## src/rtl/keypad_scan.sv

```systemverilog
// 4x4 matrix keypad scanner: rotates an active-low column drive, debounces the
// first key found on a column, and reports its code with a single-cycle strobe.
module keypad_scan #(
    parameter int SCAN_DIV     = 1000,
    parameter int DEBOUNCE_CNT = 20000
) (
    input  logic       IN_clk,
    input  logic       IN_reset,
    input  logic [3:0] IN_row,
    output logic [3:0] OUT_col,
    output logic [3:0] OUT_value,
    output logic       OUT_key,
    output logic       OUT_pressed,
    output logic [2:0] OUT_state
);

    localparam int CNT_MAX = (SCAN_DIV > DEBOUNCE_CNT) ? SCAN_DIV : DEBOUNCE_CNT;
    localparam int CW      = $clog2(CNT_MAX + 1);
    localparam logic [CW-1:0] SCAN_LAST = CW'(SCAN_DIV - 1);
    localparam logic [CW-1:0] DEB_LAST  = CW'(DEBOUNCE_CNT - 1);

    // OUT_state encoding: 0 SCAN, 1 DEBOUNCE, 2 PRESS, 3 HOLD, 4 RELEASE
    typedef enum logic [2:0] {
        SCAN     = 3'd0,
        DEBOUNCE = 3'd1,
        PRESS    = 3'd2,
        HOLD     = 3'd3,
        RELEASE  = 3'd4
    } state_t;

    state_t        state;
    logic [3:0]    sync1;
    logic [3:0]    srow;
    logic [1:0]    col;
    logic [1:0]    row;
    logic [1:0]    col_next;
    logic [1:0]    low_row;
    logic          row_low;
    logic [CW-1:0] scan_cnt;
    logic [CW-1:0] deb_cnt;

    function automatic logic [3:0] col_drive(input logic [1:0] c);
        return ~(4'b0001 << c);
    endfunction

    // Lowest-indexed active row wins when several keys share a column.
    always_comb begin
        low_row = 2'd3;
        if (!srow[0])      low_row = 2'd0;
        else if (!srow[1]) low_row = 2'd1;
        else if (!srow[2]) low_row = 2'd2;
    end

    assign col_next  = col + 2'd1;
    assign row_low   = ~srow[row];
    assign OUT_state = state;

    always_ff @(posedge IN_clk or negedge IN_reset) begin
        if (!IN_reset) begin
            state       <= SCAN;
            sync1       <= 4'hF;
            srow        <= 4'hF;
            col         <= 2'd0;
            row         <= 2'd0;
            scan_cnt    <= '0;
            deb_cnt     <= '0;
            OUT_col     <= 4'b1110;
            OUT_value   <= 4'h0;
            OUT_key     <= 1'b0;
            OUT_pressed <= 1'b0;
        end else begin
            sync1   <= IN_row;
            srow    <= sync1;
            OUT_key <= 1'b0;
            case (state)
                SCAN: begin
                    if (scan_cnt == SCAN_LAST) begin
                        scan_cnt <= '0;
                        if (srow != 4'hF) begin
                            row     <= low_row;
                            deb_cnt <= '0;
                            state   <= DEBOUNCE;
                        end else begin
                            col     <= col_next;
                            OUT_col <= col_drive(col_next);
                        end
                    end else begin
                        scan_cnt <= scan_cnt + CW'(1);
                    end
                end
                DEBOUNCE: begin
                    if (row_low) begin
                        if (deb_cnt == DEB_LAST) begin
                            deb_cnt <= '0;
                            state   <= PRESS;
                        end else begin
                            deb_cnt <= deb_cnt + CW'(1);
                        end
                    end else begin
                        // Bounce: give up on this column and carry on from the next.
                        deb_cnt <= '0;
                        col     <= col_next;
                        OUT_col <= col_drive(col_next);
                        state   <= SCAN;
                    end
                end
                PRESS: begin
                    OUT_key     <= 1'b1;
                    OUT_value   <= {row, col};
                    OUT_pressed <= 1'b1;
                    state       <= HOLD;
                end
                HOLD: begin
                    if (!row_low) begin
                        deb_cnt <= '0;
                        state   <= RELEASE;
                    end
                end
                RELEASE: begin
                    if (row_low) begin
                        deb_cnt <= '0;
                        state   <= HOLD;
                    end else if (deb_cnt == DEB_LAST) begin
                        deb_cnt     <= '0;
                        OUT_pressed <= 1'b0;
                        col         <= col_next;
                        OUT_col     <= col_drive(col_next);
                        state       <= SCAN;
                    end else begin
                        deb_cnt <= deb_cnt + CW'(1);
                    end
                end
                default: state <= SCAN;
            endcase
        end
    end

endmodule

```

## config.mk

```make
export PLATFORM = sky130hd
export DESIGN_NAME = keypad_scan
export DESIGN_NICKNAME = d
export VERILOG_FILES = /design/src/rtl/keypad_scan.sv
export SDC_FILE = /design/constraint.sdc
export NUM_CORES = 1
export LEC_CHECK = 0
export ABC_AREA = 1
export ABC_CLOCK_PERIOD_IN_PS = 1500
export CAP_MARGIN = 20
export CORE_MARGIN = 2
export CORE_UTILIZATION = 52
export DETAILED_ROUTE_END_ITERATION = 10
export PLACE_DENSITY = 0.84
export SLEW_MARGIN = 15
export SYNTH_ARGS = -nofsm -noshare
export SYNTH_HDL_FRONTEND = slang
export SYNTH_SLANG_ARGS = --single-unit
```

## constraint.sdc

```tcl
create_clock -name IN_clk -period 1.5 [get_ports IN_clk]
set_input_delay 0.225 -clock IN_clk [delete_from_list [all_inputs] [get_ports IN_clk]]
set_output_delay 0.225 -clock IN_clk [all_outputs]
set_load 0.03 [all_outputs]
```

==> results_tabular.tex <==
\begin{tabular}{lr}
\hline
Metric & Value \\
\hline
\multicolumn{2}{l}{\textbf{Timing}} \\
\quad Number of setup violations in the final report & 24 \\
\quad Min Hold Slack & 0.291 ns \\
\quad Top achievable clock speed & 627 MHz \\
\quad Clock skew after layout & 0.00793 ns \\
\quad Portion of the clock cycle consumed by the worst path in the final layout & 106\% \\
\quad Count of endpoints failing hold in the final timing report & 0 \\
\quad Worst max-slew margin expressed relative to the limit & 73.6\% \\
\quad Worst Tran Pin Value & 0.395 ns \\
\quad Minimum period implied by the final worst setup slack & 1.59 ns \\
\quad Max-slew violation count & 0 \\
\quad Worst-case setup margin in the final layout & -0.0943 ns \\
\quad Unrepaired setup endpoints after global routing & yes \\
\multicolumn{2}{l}{\textbf{Global route}} \\
\quad Global Route met2 Usage & 48.1\% \\
\quad Met3 global-route usage & 4.35\% \\
\quad Met1 GRT Util & 29.5\% \\
\quad Largest net degree at the start of global routing & 56 \\
\quad Global-route wire length before repair & 13.2 mm \\
\quad Most crowded layer after global routing & met2 \\
\quad Overall routing resource usage & 25.6\% \\
\quad Aggregate global routing overflow & 0 \\
\quad Via count of the first global-routing pass & 3000 \\
\quad Antenna violations before repair & 0 \\
\multicolumn{2}{l}{\textbf{Cells and area}} \\
\quad Share of cells above drive strength 1 & 36.5\% \\
\quad P\&R area growth vs syn & 33.6\% \\
\quad Most frequent cells in the layout & sky130\_fd\_sc\_hd\_\_nand2\_1, sky130\_fd\_sc\_hd\_\_buf\_4, sky130\_fd\_sc\_hd\_\_inv\_1, sky130\_fd\_sc\_hd\_\_nand3\_1, sky130\_fd\_sc\_hd\_\_dfrtp\_1 \\
\quad Number of inserted diodes & 0 \\
\quad Most frequent standard cell in the layout excluding fill and tap cells & sky130\_fd\_sc\_hd\_\_nand2\_1 \\
\quad Post-layout utilization of the core & 71.6\% \\
\quad Number of nets in the layout & 502 \\
\multicolumn{2}{l}{\textbf{Power}} \\
\quad Comb power frac & 3.5\% \\
\quad Overall power consumption & 2.53 mW \\
\quad Static leakage & 2.07 nW \\
\quad Switching share of power & 25.2\% \\
\quad Internal power component & 1.89 mW \\
\quad Net switching power of the design & 0.635 mW \\
\quad Clock network power share & 36.8\% \\
\quad Power density of the placed cells & 595 mW/mm\^{}2 \\
\quad IR Drop Worst-Case VDD & 0.596 mV \\
\quad Sequential share of power & 59.7\% \\
\multicolumn{2}{l}{\textbf{Setup path}} \\
\quad Biggest cell delay along the critical path & 0.42 ns \\
\quad Data arrival time of the critical path & 1.82 ns \\
\quad Family with the most delay on the worst path & simple AND/OR/NAND/NOR gates \\
\quad Category of the worst setup path launch point & register \\
\quad Worst setup path class & reg2reg \\
\quad Sequence of cells on the critical path & ha\_4 > nand3\_2 > nor2\_4 > nand2\_4 > a21oi\_4 > nand2\_4 > nand2\_1 > nand2\_1 \\
\quad Capturing element type of the critical path & register \\
\quad Required time reported for the critical path endpoint & 1.73 ns \\
\quad Number of buffers and inverters on the critical path & 0 \\
\quad Worst reg2reg path startpoint & deb\_cnt[1]\$\_DFFE\_PN0P\_ \\
\quad Flop2flop setup slack & -0.09 ns \\
\quad Master of the slowest instance on the critical path & sky130\_fd\_sc\_hd\_\_dfrtp\_1 \\
\quad Max Fanout on Critical Path & 7 \\
\quad Critical register-to-register path endpoint & OUT\_col[0]\$\_DFFE\_PN0P\_ \\
\quad Count of cells along the worst register-to-register path & 8 \\
\multicolumn{2}{l}{\textbf{Detailed routing}} \\
\quad Wire per inst & 16.4 um \\
\quad 1st-iter DRT viols & 295 \\
\quad Via count & 3245 \\
\quad TritonRoute pass-1 iters & 5 \\
\quad Routed wire length & 9.27 mm \\
\quad \# DRC & 0 \\
\quad Post-detailed-route count of antenna-violating nets & 0 \\
\quad Via density per instance & 5.73 \\
\multicolumn{2}{l}{\textbf{Status}} \\
\quad Run status & finished, violations left \\
\quad Violations in the final reports & negative setup slack \\
\multicolumn{2}{l}{\textbf{Die}} \\
\quad Top Ports & 19 \\
\quad Die area & 0.00675 sq mm \\
\quad Die extent in x & 82.1 um \\
\quad Rows & 28 \\
\quad Effective utilization at floorplan & 53.6\% \\
\quad Die H & 82.1 um \\
\quad Total core area & 0.00592 sq mm \\
\multicolumn{2}{l}{\textbf{Synth}} \\
\quad Sequential cell area fraction in the yosys report & 43.8\% \\
\quad EDFF count, synth & 0 \\
\quad Number of distinct library cell variants in the gate-level netlist after synthesis & 38 \\
\quad Share of the synthesized area in the top cell type & 34.7\% \\
\quad Share of flip-flops with an asynchronous set or reset & 100\% \\
\quad Post-Synthesis Mean Instance Area & 7.82 sq um \\
\quad Net Count, Synth & 418 \\
\quad Mapped cell area & 0.00318 sq mm \\
\quad Count of yosys warnings during synthesis & 0 \\
\quad Count of state elements after synthesis & 55 \\
\quad Most common flop cell mapped by yosys & sky130\_fd\_sc\_hd\_\_dfrtp\_1 \\
\quad Top cell type by total area after synthesis & sky130\_fd\_sc\_hd\_\_dfrtp\_1 \\
\quad Cells after Synth & 406 \\
\quad Leading post-synthesis cells by cell area & sky130\_fd\_sc\_hd\_\_dfrtp\_1, sky130\_fd\_sc\_hd\_\_nand2\_1, sky130\_fd\_sc\_hd\_\_dfstp\_2 \\
\multicolumn{2}{l}{\textbf{Placed design}} \\
\quad HPWL after detailed placement & 5.72 mm \\
\quad Worst Setup Slack post-DPL & -0.0920 ns \\
\quad Final Wtd Congestion & 0.828 \\
\quad IO buf count & 18 \\
\multicolumn{2}{l}{\textbf{Worst hold path}} \\
\quad Worst Hold End & sync1[2]\$\_DFF\_PN1\_ \\
\quad Hold/Removal Path Class & in2reg \\
\quad Origin of the worst min-delay path & IN\_row[2] \\
\quad Hold depth & 1 \\
\multicolumn{2}{l}{\textbf{Clocking}} \\
\quad Number of H-tree levels & 2 \\
\quad TritonCTS clock tree & built \\
\quad Number of clock sinks & 55 \\
\quad Reg clk slew, reported paths & 0.11 ns \\
\quad Skew-Pair Late Insertion Delay & 0.33 ns \\
\quad Clock Tree Buf Depth & 2 \\
\quad CTS Root Cell & sky130\_fd\_sc\_hd\_\_clkbuf\_8 \\
\quad Number of CTS-inserted buffers & 5 \\
\multicolumn{2}{l}{\textbf{Job}} \\
\quad Number of max-capacitance violations reported & 0 \\
\hline
\end{tabular}
[logic make-up (layout without fill, tap and decap cells)]
family | after synthesis | after routing | synth area share [%]
buf+inv | 62 | 146 | 8.08
flops | 55 | 55 | 43.8
simple gates | 243 | 244 | 37.7
fa+ha+maj | 6 | 6 | 2.36
compound gates | 33 | 33 | 6.19
xor+xnor | 7 | 7 | 1.93
[timing repair]
action / 4_1_cts / 5_1_grt
hold endpoints to repair: 44 / 0
setup endpoints to repair: 36 / 46
gates cloned: 1 / 0
hold buffers: 1 / 0
setup buffers: 5 / 17
gates resized for setup: 26 / 78
pin swaps: 6 / 31
[metal layers]
layer	wire length [um]	share of wire [%]	up-vias
met3	459	5.0	50
met4	423	4.6	0
li1	-	-	1498
met5	0	0	-
met1	3520	38	1541
met2	4870	53	156
[synthesized netlist by cell type (all sizes together), types with 2 or more instances]
| cell | count |
|---|---|
| a21oi | 5 |
| a31oi | 2 |
| buf | 6 |
| clkbuf | 2 |
| dfrtp | 44 |
| dfstp | 11 |
| ha | 6 |
| inv | 54 |
| nand2 | 110 |
| nand3 | 52 |
| nand3b | 5 |
| nand4 | 20 |
| nor2 | 44 |
| nor3 | 10 |
| o21ai | 18 |
| o22ai | 4 |
| o31ai | 2 |
| xor2 | 7 |
[worst register-to-register path, cell delays in order, from the launching register on]
cell                      delay (ns)
sky130_fd_sc_hd__dfrtp_1        0.42
sky130_fd_sc_hd__ha_4           0.17
sky130_fd_sc_hd__nand3_2        0.13
sky130_fd_sc_hd__nor2_4         0.16
sky130_fd_sc_hd__nand2_4        0.10
sky130_fd_sc_hd__a21oi_4        0.27
sky130_fd_sc_hd__nand2_4        0.12
sky130_fd_sc_hd__nand2_1        0.08
sky130_fd_sc_hd__nand2_1        0.05
[sequential cells by signal, indices dropped and copies added (netlist names)]
name / count
OUT_col: 4
col: 2
deb_cnt: 15
OUT_value: 4
OUT_key: 1
sync1: 4
OUT_state: 3
srow: 4
scan_cnt: 15
row: 2
OUT_pressed: 1
[area by class of cell]
class                           instances  area, sq um
Sequential cell                        55         1400
Clock inverter                          3         31.3
Fill cell                             406         1680
Clock buffer                            5         68.8
Multi-Input combinational cell        290         1750
Inverter                               54          208
Timing Repair Buffer                   84          687
Tap cell                               75         93.8
[power by group through the flow]
stage               logic (mW)  registers (mW)  clock network, mW
finish                  0.0891            1.51              0.928
global route            0.0987            1.51               1.00
CTS                     0.0852            1.51              0.940
detailed placement      0.0816            1.54                  0
global placement        0.0800            1.53                  0
floorplan               0.0205            1.53                  0
[stage by stage]
step                instance area [sq um]  instances  setup TNS [ns]
finish                               4240        566           -1.05
floorplan                            3180        406               0
global placement                     3730        534         -0.0650
global route                         4240        566           -3.50
detailed placement                   3730        534          -0.612
CTS                                  3910        549          -0.210
[worst max path at each step]
stage                                        from                      end  slack [ns]  cells after the start
final                      deb_cnt[1]$_DFFE_PN0P_   OUT_col[0]$_DFFE_PN0P_       -0.09                      8
after global routing      scan_cnt[7]$_DFFE_PN0P_   deb_cnt[9]$_DFFE_PN0P_       -0.15                     10
after CTS                       srow[1]$_DFF_PN1_   OUT_col[0]$_DFFE_PN0P_       -0.04                      9
after detailed placement   deb_cnt[0]$_DFFE_PN0P_       col[0]$_DFFE_PN0P_       -0.09                      8
after global placement     deb_cnt[0]$_DFFE_PN0P_       col[1]$_DFFE_PN0P_       -0.02                      8
after floorplan            deb_cnt[0]$_DFFE_PN0P_  deb_cnt[14]$_DFFE_PN0P_        0.04                      8
No activity file was read; power rests on OpenSTA's default activity.
